===== src/rtl/lane_serializer.sv =====
// Replays one wide FIFO row (RP lanes of DW bits) as a lane-0-first valid/ready stream.
// The next row is popped in the same cycle the last lane is accepted, so rows stream without bubbles.
module lane_serializer #(
  parameter int DW = 64,
  parameter int RP = 4
) (
  input  logic             CLK,
  input  logic             RSTn,
  input  logic             flush,
  input  logic             fifo_empty,
  input  logic [DW*RP-1:0] data_r,
  output logic             fifo_pop,
  output logic             out_valid,
  input  logic             out_ready,
  output logic [DW-1:0]    out_data,
  output logic             out_last
);

  localparam int CW = (RP > 1) ? $clog2(RP) : 1;
  localparam logic [CW-1:0] LAST_IDX = CW'(RP - 1);

  logic [DW*RP-1:0] row_reg, row_next;
  logic             buf_valid_reg, buf_valid_next;
  logic [CW-1:0]    idx_reg, idx_next;

  logic             accept;
  logic             is_last;
  logic             final_accept;
  logic [DW-1:0]    lanes [RP];
  logic [DW-1:0]    lane_sel;

  for (genvar gi = 0; gi < RP; gi++) begin : g_lane
    assign lanes[gi] = row_reg[DW*gi +: DW];
  end

  assign accept       = buf_valid_reg & out_ready;
  assign is_last      = (idx_reg == LAST_IDX);
  assign final_accept = accept & is_last;

  // Flush wins even over a final accept, so no row is taken in the flush cycle.
  assign fifo_pop = ~flush & ~fifo_empty & (~buf_valid_reg | final_accept);

  always_comb begin
    lane_sel = '0;
    for (int k = 0; k < RP; k++) begin
      if (idx_reg == CW'(k)) lane_sel = lanes[k];
    end
  end

  assign out_valid = buf_valid_reg;
  assign out_data  = buf_valid_reg ? lane_sel : '0;
  assign out_last  = buf_valid_reg & is_last;

  always_comb begin
    row_next       = row_reg;
    buf_valid_next = buf_valid_reg;
    idx_next       = idx_reg;
    if (flush) begin
      buf_valid_next = 1'b0;
      idx_next       = '0;
    end else if (fifo_pop) begin
      row_next       = data_r;
      buf_valid_next = 1'b1;
      idx_next       = '0;
    end else if (final_accept) begin
      buf_valid_next = 1'b0;
      idx_next       = '0;
    end else if (accept) begin
      idx_next = idx_reg + CW'(1);
    end
  end

  always_ff @(posedge CLK or negedge RSTn) begin
    if (!RSTn) begin
      row_reg       <= '0;
      buf_valid_reg <= 1'b0;
      idx_reg       <= '0;
    end else begin
      row_reg       <= row_next;
      buf_valid_reg <= buf_valid_next;
      idx_reg       <= idx_next;
    end
  end

endmodule


===== config.mk =====
export PLATFORM = sky130hd
export DESIGN_NAME = lane_serializer
export DESIGN_NICKNAME = d
export VERILOG_FILES = /design/src/rtl/lane_serializer.sv
export SDC_FILE = /design/constraint.sdc
export NUM_CORES = 1
export LEC_CHECK = 0
export ABC_CLOCK_PERIOD_IN_PS = 2250
export BUFFER_PORTS_ARGS = -buffer_cell sky130_fd_sc_hd__buf_2
export CORE_MARGIN = 2
export CORE_UTILIZATION = 50
export CTS_CLUSTER_SIZE = 8
export DETAILED_ROUTE_END_ITERATION = 12
export PLACE_DENSITY = 0.74
export SETUP_SLACK_MARGIN = 0.4
export SLEW_MARGIN = 20
export SYNTH_ARGS = -nofsm -noshare
export SYNTH_HDL_FRONTEND = slang
export SYNTH_SLANG_ARGS = --single-unit

===== constraint.sdc =====
create_clock -name CLK -period 2.25 [get_ports CLK]
set_input_delay 0.1125 -clock CLK [delete_from_list [all_inputs] [get_ports CLK]]
set_output_delay 0.1125 -clock CLK [all_outputs]
set_load 0.005 [all_outputs]

==> out/qor.json <==
{
  "run_status": {"value": "complete, but fails checks"},
  "violated_checks": {"value": "setup timing"},
  "maxCapViolCount": {"value": 0},
  "route.detailed.wl_per_inst": {"value": 26.58, "unit": "µm"},
  "synth_cell_types": {"value": 23},
  "coreArea": {"value": 22500, "unit": "µm²"},
  "layout.cells.most_common": {"value": "sky130_fd_sc_hd__buf_2"},
  "synth.largest_area_cell": {"value": "sky130_fd_sc_hd__dfrtp_1"},
  "max_freq": {"value": 0.4158, "unit": "GHz"},
  "synth.area.top_cells": {"value": "sky130_fd_sc_hd__dfrtp_1 57%, sky130_fd_sc_hd__mux2_1 20%, sky130_fd_sc_hd__o21ai_0 5.7%, sky130_fd_sc_hd__mux2_2 5.5%, sky130_fd_sc_hd__a221oi_1 4.9%"},
  "synth_sequential_area_ratio": {"value": 0.5699},
  "p_comb_frac": {"value": 0.219},
  "clock_path_buffers": {"value": 3},
  "path_clk_slew": {"value": 50, "unit": "ps"},
  "ir_drop": {"value": 0.6020, "unit": "mV"},
  "yosys_most_used_dff": {"value": "sky130_fd_sc_hd__dfrtp_1"},
  "gpl.final_weighted_congestion": {"value": 0.7981},
  "ant_nets": {"value": 0},
  "worstHoldPathCells": {"value": 4},
  "switching_share": {"value": 0.2756},
  "total_power": {"value": 14.51, "unit": "mW"},
  "fp-row-count": {"value": 55},
  "grt_remaining_overflow": {"value": 0},
  "power-per-cell-area": {"value": 754.9, "unit": "nW/µm²"},
  "hold_violations": {"value": 0},
  "dpl.hpwl": {"value": 20000, "unit": "µm"},
  "flip_flop_count_of_the_largest_register_after_layout": {"value": 256},
  "number_of_global_route_vias_before_repair": {"value": 12050},
  "post_synth.cell_area_avg": {"value": 13.18, "unit": "µm²"},
  "die_h": {"value": 154.8, "unit": "µm"},
  "totalWireLength": {"value": 48110, "unit": "µm"},
  "iteration_0_drc_count_of_the_detailed_router": {"value": 873},
  "setup_repair_after_global_routing_missed_its_margin": {"value": "true"},
  "seq_power_share": {"value": 0.434},
  "netlist_area_pre_place": {"value": 11370, "unit": "µm²"},
  "clk_root_buffer_cell": {"value": "sky130_fd_sc_hd__clkbuf_16"},
  "final-setup-viol-count": {"value": 49},
  "cts_sinks": {"value": 259},
  "critical_path_class": {"value": "reg -> out"},
  "internal_power": {"value": 10.51, "unit": "mW"},
  "cts_buffers": {"value": 38},
  "worst_slack": {"value": -154.8, "unit": "ps"},
  "grt_max_degree": {"value": 88},
  "nets": {"value": 1783},
  "worstPathMaxFanout": {"value": 5},
  "syn_to_final_growth": {"value": 69.02, "unit": "%"},
  "grt_util_all_layers": {"value": 0.3617},
  "power.share.clock": {"value": 0.347},
  "layout.core_utilization": {"value": 0.8543},
  "die_w": {"value": 154.8, "unit": "µm"},
  "port_buffers": {"value": 327},
  "ys_async_sr_fraction": {"value": 1.000},
  "power_leakage": {"value": 8.568, "unit": "nW"},
  "top_level_ports": {"value": 328},
  "yosys_register_bits": {"value": 259},
  "synth_top_area_frac": {"value": 0.5699},
  "drive_gt1_frac": {"value": 0.4253},
  "synth_edf_count": {"value": 0},
  "postSynthNetCount": {"value": 1128},
  "clock_tree.htree_level_count": {"value": 2},
  "critical_path_data_required_time": {"value": 2140, "unit": "ps"},
  "stdcell_count": {"value": 1810},
  "maxSlewViolCount": {"value": 0},
  "drt_pre_antenna_iters": {"value": 6},
  "cts_tree": {"value": "built"},
  "tightest_slew": {"value": 720.2, "unit": "ps"},
  "fin_crit_sh": {"value": 1.069},
  "class_of_the_tightest_hold_or_removal_check": {"value": "in -> reg"},
  "layout.cells.most_common_list": {"value": "326 x sky130_fd_sc_hd__buf_2, 259 x sky130_fd_sc_hd__dlygate4sd3_1, 259 x sky130_fd_sc_hd__dfrtp_1"},
  "numPlacedInstances": {"value": 1438},
  "insertion_delay": {"value": 500, "unit": "ps"},
  "grt_antenna_before_repair": {"value": 6},
  "routed_via_density": {"value": 6.012},
  "relative_max_transition_margin": {"value": 0.5198},
  "grt_pass1_wl": {"value": 66420, "unit": "µm"},
  "r2r_depth": {"value": 9},
  "timing.critical_path.from_type": {"value": "flop"},
  "critical_path_arrival": {"value": 2290, "unit": "ps"},
  "finClkSkew": {"value": 24.51, "unit": "ps"},
  "total_number_of_vias": {"value": 10880},
  "start_util": {"value": 0.5054},
  "worst_setup_path_end_kind": {"value": "primary output"},
  "die_area": {"value": 23970, "unit": "µm²"},
  "post-route-drc-count": {"value": 0},
  "synthesis.yosys.warnings": {"value": 0},
  "fillers": {"value": 971},
  "postSynthCellCount": {"value": 863},
  "netSwitchingPower": {"value": 3.999, "unit": "mW"},
  "fin_crit": {"value": 2405, "unit": "ps"}
}
-- worst max-delay path, stage by stage, from the launching register on --
cell	delay (ps)
sky130_fd_sc_hd__dfrtp_1	400
sky130_fd_sc_hd__buf_4	160
sky130_fd_sc_hd__ha_4	170
sky130_fd_sc_hd__nor2b_4	140
sky130_fd_sc_hd__buf_8	150
sky130_fd_sc_hd__buf_12	140
sky130_fd_sc_hd__buf_16	150
sky130_fd_sc_hd__a221oi_2	70
sky130_fd_sc_hd__o21ai_1	220
sky130_fd_sc_hd__buf_2	190
-- worst paths after layout --
check	startpoint	end	slack [ps]
min in group asynchronous	RSTn	row_reg[18]	250
worst min register to register	row_reg[167]	row_reg[167]	480
worst min-delay path	out_ready	idx_reg[1]	80
max in group asynchronous	RSTn	row_reg[27]	1230
worst max register to register	idx_reg[0]	row_reg[132]	140
worst max-delay path	idx_reg[0]	out_data[4]	-150
-- routing by layer --
layer | routed length [µm] | vias up | track usage | part of all wire
met2 | 24130 | 710 | 0.6437 | 0.50
li1 | - | 4475 | - | -
met3 | 3365 | 277 | 0.07873 | 0.070
met5 | 0 | - | 0 | 0
met4 | 3462 | 0 | 0.2235 | 0.072
met1 | 17150 | 5420 | 0.3936 | 0.36
-- through the flow --
step | setup TNS (ps) | hold slack, ps | setup WS [ps] | instance area, µm²
finish | -2282 | 80.34 | -154.8 | 19220
global route | -6695 | 111.8 | -215.9 | 19220
CTS | -128.3 | 50.67 | -19.43 | 18380
detailed placement | 0 | 176.5 | 144.2 | 13460
global placement | 0 | 177.8 | 217.6 | 13460
floorplan | 0 | -183.1 | 536.2 | 11370
-- area by class of cell --
cell class,count,area [µm²],area share
clock buffers,39,975.9,0.05077
flip-flops and latches,259,6481,0.3372
clock inverters,2,16.27,0.0008461
repair buffers,684,6065,0.3155
inverters,3,11.26,0.0005858
diodes,6,15.01,0.0007810
multi-input cells,532,5303,0.2758
well taps,285,356.6,0.01855
-- cells by family (layout without fill, tap and decap cells) --
| logic type | Yosys count | after routing | synth area share |
|---|---|---|---|
| flops | 259 | 259 | 0.5699 |
| mux | 257 | 257 | 0.2543 |
| compound gates | 195 | 195 | 0.1075 |
| simple gates | 76 | 76 | 0.02827 |
| buf+inv | 72 | 728 | 0.03564 |
| fa+ha+maj | 4 | 4 | 0.004401 |
| other cells | 0 | 6 | 0 |
-- power groups by stage --
stage	Combinational, mW	Clock [mW]	Sequential, mW
final	3.18	5.03	6.30
after global placement	1.76	0	6.00
after detailed placement	1.83	0	6.06
after global routing	3.35	5.26	6.35
after CTS	2.71	5.00	6.08
after floorplan	1.13	0	5.91
-- cells in the mapped netlist, types with 2 or more instances --
cell / count
sky130_fd_sc_hd__clkbuf_1: 41
sky130_fd_sc_hd__mux2_2: 56
sky130_fd_sc_hd__inv_1: 2
sky130_fd_sc_hd__mux2_1: 200
sky130_fd_sc_hd__a221oi_1: 64
sky130_fd_sc_hd__ha_1: 4
sky130_fd_sc_hd__nand2_1: 65
sky130_fd_sc_hd__dfrtp_1: 259
sky130_fd_sc_hd__buf_4: 15
sky130_fd_sc_hd__o21ai_0: 129
sky130_fd_sc_hd__buf_6: 10
sky130_fd_sc_hd__nor2b_1: 5
sky130_fd_sc_hd__buf_2: 3
-- timing repair --
item                                    CTS  global route
endpoints found under the hold margin   339             0
cloned                                   16            18
resized for setup                       202            72
endpoints found under the setup margin  286           323
buffers inserted                         21            11
hold buffers                            259             0
pin swaps                                33            35
Power figures use the tool's default switching activity.
